**config.mk**
```make
export PLATFORM = sky130hd
export DESIGN_NAME = bios_port_arbiter
export DESIGN_NICKNAME = d
export VERILOG_FILES = /design/src/rtl/bios_arb_pkg.sv /design/src/rtl/bios_port_arbiter_rr_arb2.sv /design/src/rtl/bios_port_arbiter.sv
export SDC_FILE = /design/constraint.sdc
export NUM_CORES = 1
export LEC_CHECK = 0
export CAP_MARGIN = 20
export CORE_MARGIN = 2
export CORE_UTILIZATION = 38
export DETAILED_ROUTE_END_ITERATION = 16
export PLACE_DENSITY = 0.77
export SYNTH_ARGS = -nofsm -noshare
export SYNTH_HDL_FRONTEND = slang
export SYNTH_SLANG_ARGS = --single-unit
```
**constraint.sdc**
```tcl
create_clock -name clk -period 1.6 [get_ports clk]
set_input_delay 0.32 -clock clk [delete_from_list [all_inputs] [get_ports clk]]
set_output_delay 0.32 -clock clk [all_outputs]
set_load 0.05 [all_outputs]
```
**src/rtl/bios_arb_pkg.sv**
```systemverilog
// Shared types and defaults for the BIOS memory port arbiter.
package bios_arb_pkg;

  localparam int ADDR_W_DEF = 12;
  localparam int DATA_W_DEF = 32;

  localparam bit PRIO_RR    = 1'b0;
  localparam bit PRIO_FIXED = 1'b1;

  typedef enum logic {
    REQ_FETCH = 1'b0,
    REQ_DATA  = 1'b1
  } req_id_e;

  // One read travelling from issue to capture.
  typedef struct packed {
    logic    vld;
    req_id_e own;
    logic    err;
  } infl_t;

endpackage

```
**src/rtl/bios_port_arbiter_rr_arb2.sv**
```systemverilog
// 2-way picker: round-robin with a registered preference pointer, or fixed
// priority to requester 0.
module rr_arb2
  import bios_arb_pkg::*;
(
  input  logic       clk,
  input  logic       rst_n,
  input  logic [1:0] elig_i,
  input  logic       mode_i,
  output logic [1:0] gnt_o
);

  req_id_e ptr_q, ptr_d;

  always_comb begin
    gnt_o = elig_i;
    if (&elig_i)
      gnt_o = (mode_i == PRIO_FIXED || ptr_q == REQ_FETCH) ? 2'b01 : 2'b10;
    // Preference always moves to whoever was not just served.
    ptr_d = ptr_q;
    if (gnt_o[0])      ptr_d = REQ_DATA;
    else if (gnt_o[1]) ptr_d = REQ_FETCH;
  end

  always_ff @(posedge clk or negedge rst_n) begin
    if (!rst_n) ptr_q <= REQ_FETCH;
    else        ptr_q <= ptr_d;
  end

endmodule

```
**src/rtl/bios_port_arbiter.sv**
```systemverilog
// Shares one 1-cycle-latency BIOS read port between instruction fetch (0) and
// data/debug (1), with one buffered response per requester.
module bios_port_arbiter
  import bios_arb_pkg::*;
#(
  parameter int ADDR_W      = ADDR_W_DEF,
  parameter int DATA_W      = DATA_W_DEF,
  parameter bit PRIO_MODE   = PRIO_RR,
  parameter bit CHECK_ALIGN = 1'b1
) (
  input  logic              clk,
  input  logic              rst_n,
  input  logic              m0_req,
  input  logic [ADDR_W-1:0] m0_addr,
  output logic              m0_gnt,
  output logic              m0_rsp_valid,
  input  logic              m0_rsp_ready,
  output logic [DATA_W-1:0] m0_rsp_data,
  output logic              m0_rsp_err,
  input  logic              m1_req,
  input  logic [ADDR_W-1:0] m1_addr,
  output logic              m1_gnt,
  output logic              m1_rsp_valid,
  input  logic              m1_rsp_ready,
  output logic [DATA_W-1:0] m1_rsp_data,
  output logic              m1_rsp_err,
  output logic              mem_en,
  output logic [ADDR_W-1:0] mem_addr,
  input  logic [DATA_W-1:0] mem_dout
);

  logic [1:0]             req, rdy, inflight, elig, gnt_raw, gnt;
  logic [1:0][ADDR_W-1:0] addr;
  logic                   win, misal;
  logic [ADDR_W-1:0]      win_addr, addr_q;
  infl_t                  infl_q, infl_d;

  logic [1:0]             rsp_vld_q, rsp_vld_d, rsp_err_q, rsp_err_d;
  logic [1:0][DATA_W-1:0] rsp_data_q, rsp_data_d;

  assign req  = {m1_req, m0_req};
  assign rdy  = {m1_rsp_ready, m0_rsp_ready};
  assign addr = {m1_addr, m0_addr};

  always_comb begin
    inflight = 2'b00;
    for (int i = 0; i < 2; i++)
      inflight[i] = infl_q.vld && (infl_q.own == req_id_e'(i[0]));
  end

  // A buffer popped this cycle frees its owner for a new issue.
  assign elig = req & ~inflight & (~rsp_vld_q | rdy);

  rr_arb2 u_arb (
    .clk    (clk),
    .rst_n  (rst_n),
    .elig_i (elig),
    .mode_i (PRIO_MODE),
    .gnt_o  (gnt_raw)
  );

  assign gnt      = rst_n ? gnt_raw : 2'b00;
  assign win      = gnt[1];
  assign win_addr = addr[win];
  assign misal    = CHECK_ALIGN && (win_addr[1:0] != 2'b00);

  // Misaligned grants still occupy the issue slot but never touch memory.
  assign mem_en   = (|gnt) & ~misal;
  assign mem_addr = (|gnt) ? win_addr : addr_q;
  assign infl_d   = '{vld: |gnt, own: req_id_e'(win), err: misal};

  always_comb begin
    rsp_vld_d  = rsp_vld_q;
    rsp_err_d  = rsp_err_q;
    rsp_data_d = rsp_data_q;
    for (int i = 0; i < 2; i++) begin
      if (infl_q.vld && (infl_q.own == req_id_e'(i[0]))) begin
        rsp_vld_d[i]  = 1'b1;
        rsp_err_d[i]  = infl_q.err;
        rsp_data_d[i] = infl_q.err ? '0 : mem_dout;
      end else if (rsp_vld_q[i] && rdy[i]) begin
        rsp_vld_d[i]  = 1'b0;
        rsp_err_d[i]  = 1'b0;
        rsp_data_d[i] = '0;
      end
    end
  end

  always_ff @(posedge clk or negedge rst_n) begin
    if (!rst_n) begin
      infl_q     <= '{vld: 1'b0, own: REQ_FETCH, err: 1'b0};
      addr_q     <= '0;
      rsp_vld_q  <= '0;
      rsp_err_q  <= '0;
      rsp_data_q <= '0;
    end else begin
      infl_q     <= infl_d;
      addr_q     <= mem_addr;
      rsp_vld_q  <= rsp_vld_d;
      rsp_err_q  <= rsp_err_d;
      rsp_data_q <= rsp_data_d;
    end
  end

  assign m0_gnt       = gnt[0];
  assign m1_gnt       = gnt[1];
  assign m0_rsp_valid = rsp_vld_q[0];
  assign m1_rsp_valid = rsp_vld_q[1];
  assign m0_rsp_err   = rsp_err_q[0];
  assign m1_rsp_err   = rsp_err_q[1];
  assign m0_rsp_data  = rsp_data_q[0];
  assign m1_rsp_data  = rsp_data_q[1];

endmodule

```
==> results of run 1 <==
-- state kept, by name, indices dropped and copies added, names as in the netlist --
signal and cells:
m0_rsp_data 32, m1_rsp_data 32, addr_q 12, infl_q 3, rsp_err_q 2, rsp_vld_q 2, u_arb.ptr_q 1
-- report_power, final --
group / switching (W) / internal [W] / leakage, nW
clock: 0.000855 / 0.000601 / 0.0911
sequential: 0.000152 / 0.00240 / 1.10
combinational: 0.00162 / 0.00107 / 1.27
total: 0.00263 / 0.00406 / 2.47
-- per-layer routing --
metal  wire length (um)  track usage  vias to the layer above  share of wire
li1                   -            -                     1345              -
met1               4000        0.280                     1458           0.41
met3                643       0.0619                        3          0.066
met4                 36       0.0455                        0         0.0037
met5                  0            0                        -              0
met2               5100        0.348                       98           0.52
-- repair_timing --
item	in CTS	in global routing
buffers inserted	4	1
resized for setup	11	6
hold buffers	1	0
pin swaps	1	1
hold endpoints to repair	24	0
endpoints found under the setup margin	15	16
-- worst min-delay path by stage --
| stage | start | end | slack [ns] | depth (start not counted) |
|---|---|---|---|---|
| 2_1_floorplan | rst_n | addr_q[0] | 0.02 | 0 |
| 3_3_place_gp | rst_n | infl_q[2] | 0.34 | 2 |
| 3_5_place_dp | rst_n | infl_q[2] | 0.35 | 2 |
| 4_1_cts | rst_n | m1_rsp_data[2] | 0.08 | 3 |
| 5_1_grt | rst_n | addr_q[3] | 0.12 | 3 |
| 6_report | rst_n | addr_q[2] | 0.11 | 3 |
-- worst reg2reg max path: cells and delay by family, from the launching register on --
| family | cells | cell delay, ns |
|---|---|---|
| buffers and inverters | 3 | 0.50 |
| DFF | 1 | 0.44 |
| and+or+nand+nor | 2 | 0.24 |
| AOI/OAI and AO/OA | 2 | 0.23 |
-- placed cells by master, fill, tap and decap left out, drive strengths merged --
cell,netlist,layout
a21oi,2,2
a2bb2oi,1,1
a31o,1,1
a32o,30,30
and2,1,1
and4,1,1
buf,12,118
clkbuf,12,9
clkdlybuf4s50,0,60
clkinv,0,2
clkinvlp,0,3
dfrtp,84,84
dlygate4sd3,0,1
inv,6,8
nand2,58,58
nand2b,2,2
nand3,1,1
nand3b,12,12
nor2,1,1
nor2b,1,1
o2111ai,2,2
o21a,1,1
o21ai,36,36
o221a,12,12
o32ai,1,1
-- per-stage QoR --
| stage | hold WS, ns | TNS, ns | std cells | total power, W | setup slack, ns |
|---|---|---|---|---|---|
| after detailed placement | 0.345 | -11.41 | 531 | 0.00521 | -0.586 |
| final | 0.106 | -8.16 | 553 | 0.00669 | -0.580 |
| after global routing | 0.115 | -9.33 | 553 | 0.00697 | -0.660 |
| after global placement | 0.341 | -10.35 | 531 | 0.00515 | -0.540 |
| after floorplan | 0.0244 | -5.45 | 277 | 0.00402 | -0.350 |
| after CTS | 0.0799 | -8.70 | 552 | 0.00672 | -0.625 |
-- final cells by class --
class / count / area [um^2] / area share
Clock buffer: 9 / 124 / 0.0230
Tap cell: 105 / 131 / 0.0244
Clock inverter: 7 / 68.8 / 0.0128
Inverter: 6 / 26.3 / 0.00488
Timing Repair Buffer: 179 / 1770 / 0.328
Multi-Input combinational cell: 163 / 1160 / 0.216
Sequential cell: 84 / 2100 / 0.391
-- cell families after synthesis --
group | count (synthesis)
buffers and inverters | 30
DFF | 84
and+or+nand+nor | 77
AOI/OAI and AO/OA | 86
==> results.md, run 1 <==
- Outcome: complete, but fails checks
- Failing checks: setup timing
- Synth Flop Type: dfrtp_1
- Avg Cell Area, Syn: roughly 12 um^2
- Final instance area: 0.00539 mm^2
- Vias in the first global route: 3,103
- Synth area leader: dfrtp_1
- MaxCap Viol Count: 0
- Seq/Total Area, Yosys: 0.638
- Total grt overflow: 0
- Worst R2R Start: infl_q[2]
- 1st-pass router iterations: 4
- Stages on the worst setup path: 5
- Setup crit end: mem_addr[4]
- Post-synthesis adder-cell area fraction: 0
- Ys Warns: 0
- # fillers: approximately 650
- Max Freq: 459 MHz
- DR DRC count: 0
- Endpoint class of the critical path: primary output
- Number of antenna diodes: 0
- Max FO, Critical Path: 13
- Synth top area cells: dfrtp_1 (64%), a32o_1 (9.1%), nand2_1 (6.6%)
- Vias per cell: approximately 5.3
- Post-Syn Nets: between 300 and 400
- Cell area after synthesis: 0.00329 mm^2
- CTS sink cnt: 84
- Die Ht: slightly below 100 um
- Worst min path class: in2async
- Placeable Area: between 0.008 and 0.009 mm^2
- Vias: around 2.9k
- Slew Limit Headroom: 0.691
- Largest net degree at the start of global routing: 38
- Unique masters post-synth: 26
- Final Hold Vio Count: 0
- XOR/XNOR share of the synthesized area: 0
- Pwr dens: about 1200 mW/mm^2
- Width of the die: around 97 um
- Starting density of the core: 0.397
- CP Launch Point: m0_rsp_ready
- Max IR drop VDD: between 600 and 700 uV
- Simple-gate share of the synthesized area: 0.109
- Critical path class: in2out
- Post-synthesis compound-gate area fraction: 0.212
- First-pass GRT wire length: between 15,000 and 20,000 um
- Worst Skew: 0.0135 ns
- CTS tree: done
- TritonCTS Buffers: 9
- Final WS setup: -0.580 ns
- CTS H-tree lvls: 3
- Largest family of logic cells by synthesized area: compound AO/OA/AOI/OAI gates
- CP Data Arrival Time: about 1.9 ns
- IO buf count: about 140
- EDFF count, synth: 0
- Worst path max stage delay: around 0.5 ns
- Layout area overhead: 63.6%
- Longest Clk Path Bufs: 2
- I/O pin total: 145
- Clk slew on worst S/H paths: ~0.1 ns
- Count leader, synth: dfrtp_1
- Layout Nets: 505
- Final-report setup violation count: 15
- Die Area: ~0.0094 mm^2
- Final period util: 1.36
- RSZ-0062 raised after global routing: yes
- R2R setup slack: roughly 0.09 ns
- CP max stage cell: clkdlybuf4s50_1
- Final worst path period need: ~2.2 ns
- Remaining antenna violation count after routing: 0
- Total track usage: 0.212
- Placed cell areas: slightly above 0.005 mm^2
- Detailed Place HPWL: ~6700 um
- Routability cong.: just under 0.8
- Wire length per cell: around 18 um
- Share of the synthesized area in the top cell type: 0.638
- Async set-reset flop share out of synthesis: 1.00
- FF-to-FF path depth: 7
- Crit-path cells: clkdlybuf4s50_1, o21a_4, a31o_4, o221a_2, buf_12
- Worst Max-Slew Pin Slew: 0.463 ns
- P_leak: between 2 and 2.5 nW
- R2R Path End: m0_rsp_data[23]
- Clock latency on the worst-skew pair: 0.35 ns
- Root Buffer: clkbuf_8
- Worst Path Required: roughly 1.3 ns
- #FFs+latches synth: between 80 and 90
- Antenna violations before repair: 0
- Final WL: between 9000 and 10,000 um
- Setup crit start kind: primary input
- FP Rows: 33
- Top Family by Delay on Critical Path: compound AO/OA/AOI/OAI gates
- Initial drt markers: roughly 100
- Slew Viols, Final: 0
- Share of cells above drive strength 1: 0.366
- Top post-synthesis cells by count: dfrtp_1 (84), nand2_1 (58), a32o_1 (30)
- Synthesized netlist cell count: 277
- Critical path buffers and inverters: 2
- Post-synthesis mux area share: 0
- Final Util: 0.649
Note: power is estimated with default switching activity, not from simulation.
==> run 2: changes to the inputs <==
--- a/config.mk
+++ b/config.mk
@@ -9,6 +9,7 @@
 export CORE_MARGIN = 2
 export CORE_UTILIZATION = 38
 export DETAILED_ROUTE_END_ITERATION = 16
+export HOLD_SLACK_MARGIN = 0.03
 export PLACE_DENSITY = 0.77
 export SYNTH_ARGS = -nofsm -noshare
 export SYNTH_HDL_FRONTEND = slang
==> results of run 2 <==
Final layout, timing and power as in run 1 (identical DEF).
==> run 3: changes to the inputs <==
--- a/config.mk
+++ b/config.mk
@@ -7,10 +7,12 @@
 export LEC_CHECK = 0
 export CAP_MARGIN = 20
 export CORE_MARGIN = 2
-export CORE_UTILIZATION = 38
+export CORE_UTILIZATION = 39
+export CTS_BUF_LIST = sky130_fd_sc_hd__clkbuf_4 sky130_fd_sc_hd__clkbuf_8
+export CTS_CLUSTER_SIZE = 30
 export DETAILED_ROUTE_END_ITERATION = 16
 export HOLD_SLACK_MARGIN = 0.03
-export PLACE_DENSITY = 0.77
+export PLACE_DENSITY = 0.78
 export SYNTH_ARGS = -nofsm -noshare
 export SYNTH_HDL_FRONTEND = slang
 export SYNTH_SLANG_ARGS = --single-unit
==> results.md, run 3 (synthesis results as in run 1) <==
- Failing checks: setup timing (unchanged)
- CTS sink cnt: 84 (unchanged)
- MaxCap Viol Count: 0 (unchanged)
- CTS H-tree lvls: 3 (unchanged)
- Commonest non-fill, non-tap cell in the layout: buf_4 (unchanged)
- Most frequent cells in the layout: buf_4 (96), dfrtp_1 (82), clkdlybuf4s50_1 (60), nand2_1 (57), a32o_1 (30) (was buf_4 (93), dfrtp_1 (82), clkdlybuf4s50_1 (60), nand2_1 (56), a32o_1 (30))
- Final period util: 1.39 (was 1.36)
- Net Sw Frac: 0.390 (was 0.393)
- Sw power: 0.00265 W (was 0.00263 W)
- Starting density of the core: 0.401 (was 0.397)
- Remaining antenna violation count after routing: 0 (unchanged)
- Multi-input gate area: 0.00122 mm^2 (was 0.00116 mm^2)
- Endpoint class of the critical path: primary output (unchanged)
- Final Hold Vio Count: 0 (unchanged)
- Max IR drop VDD: 842 uV (was 673 uV)
- CP Launch Point: m1_rsp_ready (was m0_rsp_ready)
- # fillers: 624 (was 648)
- DR DRC count: 0 (unchanged)
- Number of antenna diodes: 0 (unchanged)
- Stages on the worst setup path: 6 (was 5)
- Final instance area: 0.00545 mm^2 (was 0.00539 mm^2)
- Register share of total power: 0.377 (was 0.381)
- CTS tree: done (unchanged)
- Slew Viols, Final: 0 (unchanged)
- Clock power share: 0.218 (about the same)
- 1st-pass router iterations: 5 (was 4)
- I/O pin total: 145 (unchanged)
- Worst Max-Slew Pin Slew: 0.488 ns (was 0.463 ns)
- CP max stage cell: clkdlybuf4s50_1 (unchanged)
- Final-report setup violation count: 15 (unchanged)
- Setup crit end: mem_addr[0] (was mem_addr[4])
- Wire length per cell: 18.2 um (was 17.7 um)
- FF-to-FF path depth: 7 (unchanged)
- Root Buffer: clkbuf_8 (unchanged)
- Max FO, Critical Path: 13 (unchanged)
- Placed cell areas: 0.00506 mm^2 (unchanged)
- Worst Skew: 0.0105 ns (was 0.0135 ns)
- Worst min path class: in2async (unchanged)
- Final WL: 10,100 um (was 9780 um)
- Clk slew on worst S/H paths: 0.10 ns (about the same)
- Total grt overflow: 0 (unchanged)
- Share of cells above drive strength 1: 0.359 (was 0.366)
- Critical path buffers and inverters: 2 (unchanged)
- Initial drt markers: 103 (was 102)
- Total track usage: 0.215 (was 0.212)
- Layout area overhead: 65.3% (was 63.6%)
- Max Freq: 451 MHz (was 459 MHz)
- Critical path class: in2out (unchanged)
- Die Area: 0.00919 mm^2 (was 0.00943 mm^2)
- Outcome: complete, but fails checks (unchanged)
- Worst Path Required: 1.28 ns (about the same)
- Final Util: 0.663 (was 0.649)
- Largest net degree at the start of global routing: 39 (was 38)
- Worst R2R Start: infl_q[1] (was infl_q[2])
- Top Family by Delay on Critical Path: buffers and inverters (was compound AO/OA/AOI/OAI gates)
- First-pass GRT wire length: 15,000 um (was 16,100 um)
- Layout Nets: 505 (unchanged)
- CP Data Arrival Time: 1.90 ns (was 1.86 ns)
- Register Area: 0.00210 mm^2 (unchanged)
- Width of the die: 95.9 um (was 97.1 um)
- RSZ-0062 raised after global routing: yes (unchanged)
- P_leak: 2.50 nW (was 2.47 nW)
- Pwr dens: 1250 mW/mm^2 (was 1240 mW/mm^2)
- R2R setup slack: 0.11 ns (was 0.09 ns)
- Vias: 2,920 (was 2,904)
- Detailed Place HPWL: 6720 um (was 6690 um)
- Worst path max stage delay: 0.48 ns (was 0.50 ns)
- TritonCTS Buffers: 9 (unchanged)
- Crit-path cells: clkdlybuf4s50_1, nand2b_4, and4_2, a31o_4, o221a_4, buf_12 (was clkdlybuf4s50_1, o21a_4, a31o_4, o221a_2, buf_12)
- Vias in the first global route: 2,931 (was 3,103)
- Vias per cell: 5.28 (was 5.25)
- Setup crit start kind: primary input (unchanged)
- R2R Path End: infl_q[0] (was m0_rsp_data[23])
- Slew Limit Headroom: 0.675 (was 0.691)
- Clock latency on the worst-skew pair: 0.36 ns (was 0.35 ns)
- Antenna violations before repair: 0 (unchanged)
- Internal Pwr Total: 0.00415 W (was 0.00406 W)
- Final WS setup: -0.617 ns (was -0.580 ns)
- Die Ht: 95.9 um (was 97.1 um)
- Longest Clk Path Bufs: 2 (unchanged)
- Placeable Area: 0.00822 mm^2 (was 0.00830 mm^2)
- IO buf count: 144 (unchanged)
- Gate power share: 0.405 (was 0.402)
- Final worst path period need: 2.22 ns (was 2.18 ns)
- FP Rows: 33 (unchanged)
- Routability cong.: 0.773 (was 0.781)
[run 3: cell count changes in the layout (fill, tap and decap cells not counted), sizes merged]
cell / delta
clkinv: -1
clkinvlp: -1
clkbuf: +2
inv: +1
buf: -1
[run 3: layout make-up]
type | count | share of cell area
clock inverter | 6 | 0.00988
tap | 105 | 0.0241
clock buffer | 10 | 0.0253
multi-input combinational | 163 | 0.225
sequential | 84 | 0.386
inverter | 6 | 0.00483
timing repair buffer | 179 | 0.325
[run 3: worst min path at each step]
stage                endpoint  cells after the start  startpoint
2_1_floorplan       addr_q[0]                      0       rst_n
4_1_cts        m1_rsp_data[1]                      3       rst_n
3_5_place_dp        addr_q[5]                      2       rst_n
6_report       m1_rsp_data[1]                      3       rst_n
5_1_grt        m1_rsp_data[1]                      3       rst_n
3_3_place_gp        addr_q[5]                      2       rst_n
[run 3: worst register-to-register path, delay by kind of cell, from the launching register on]
family                 cells  cell delay (ns)
AOI/OAI and AO/OA          2             0.27
buffers and inverters      3             0.49
DFF                        1             0.39
and+or+nand+nor            2             0.26
[run 3: metrics by stage]
step | total power (W) | std cells | hold WS (ns) | TNS [ns] | setup WS, ns
after global placement | 0.00516 | 531 | 0.331 | -10.30 | -0.541
after CTS | 0.00672 | 551 | 0.144 | -8.30 | -0.589
after detailed placement | 0.00521 | 531 | 0.334 | -11.17 | -0.584
after global routing | 0.00708 | 553 | 0.196 | -10.11 | -0.711
final | 0.00679 | 553 | 0.172 | -8.72 | -0.617
after floorplan | 0.00402 | 277 | 0.0244 | -5.45 | -0.350
[run 3: per-layer routing]
metal  part of all wire  wire length (um)  GRT usage  vias up
met5                  0                 0          0        -
met4              0.020               206     0.0798        0
met3              0.058               585     0.0579       14
met2               0.52              5230      0.360      101
met1               0.40              4050      0.269     1464
li1                   -                 -          -     1341
[run 3: power by group through the flow]
stage          logic, W  registers [W]  clock network (W)
5_1_grt         0.00288        0.00259            0.00162
4_1_cts         0.00266        0.00254            0.00152
3_5_place_dp    0.00263        0.00258                  0
2_1_floorplan  0.000796        0.00322                  0
6_report        0.00275        0.00256            0.00148
3_3_place_gp    0.00259        0.00257                  0
[run 3: what timing repair did]
item,in CTS,in global routing
cloned,1,1
hold buffers,1,0
hold endpoints to repair,46,0
pin swaps,2,2
resized for setup,5,14
setup buffers,2,1
endpoints found under the setup margin,15,15
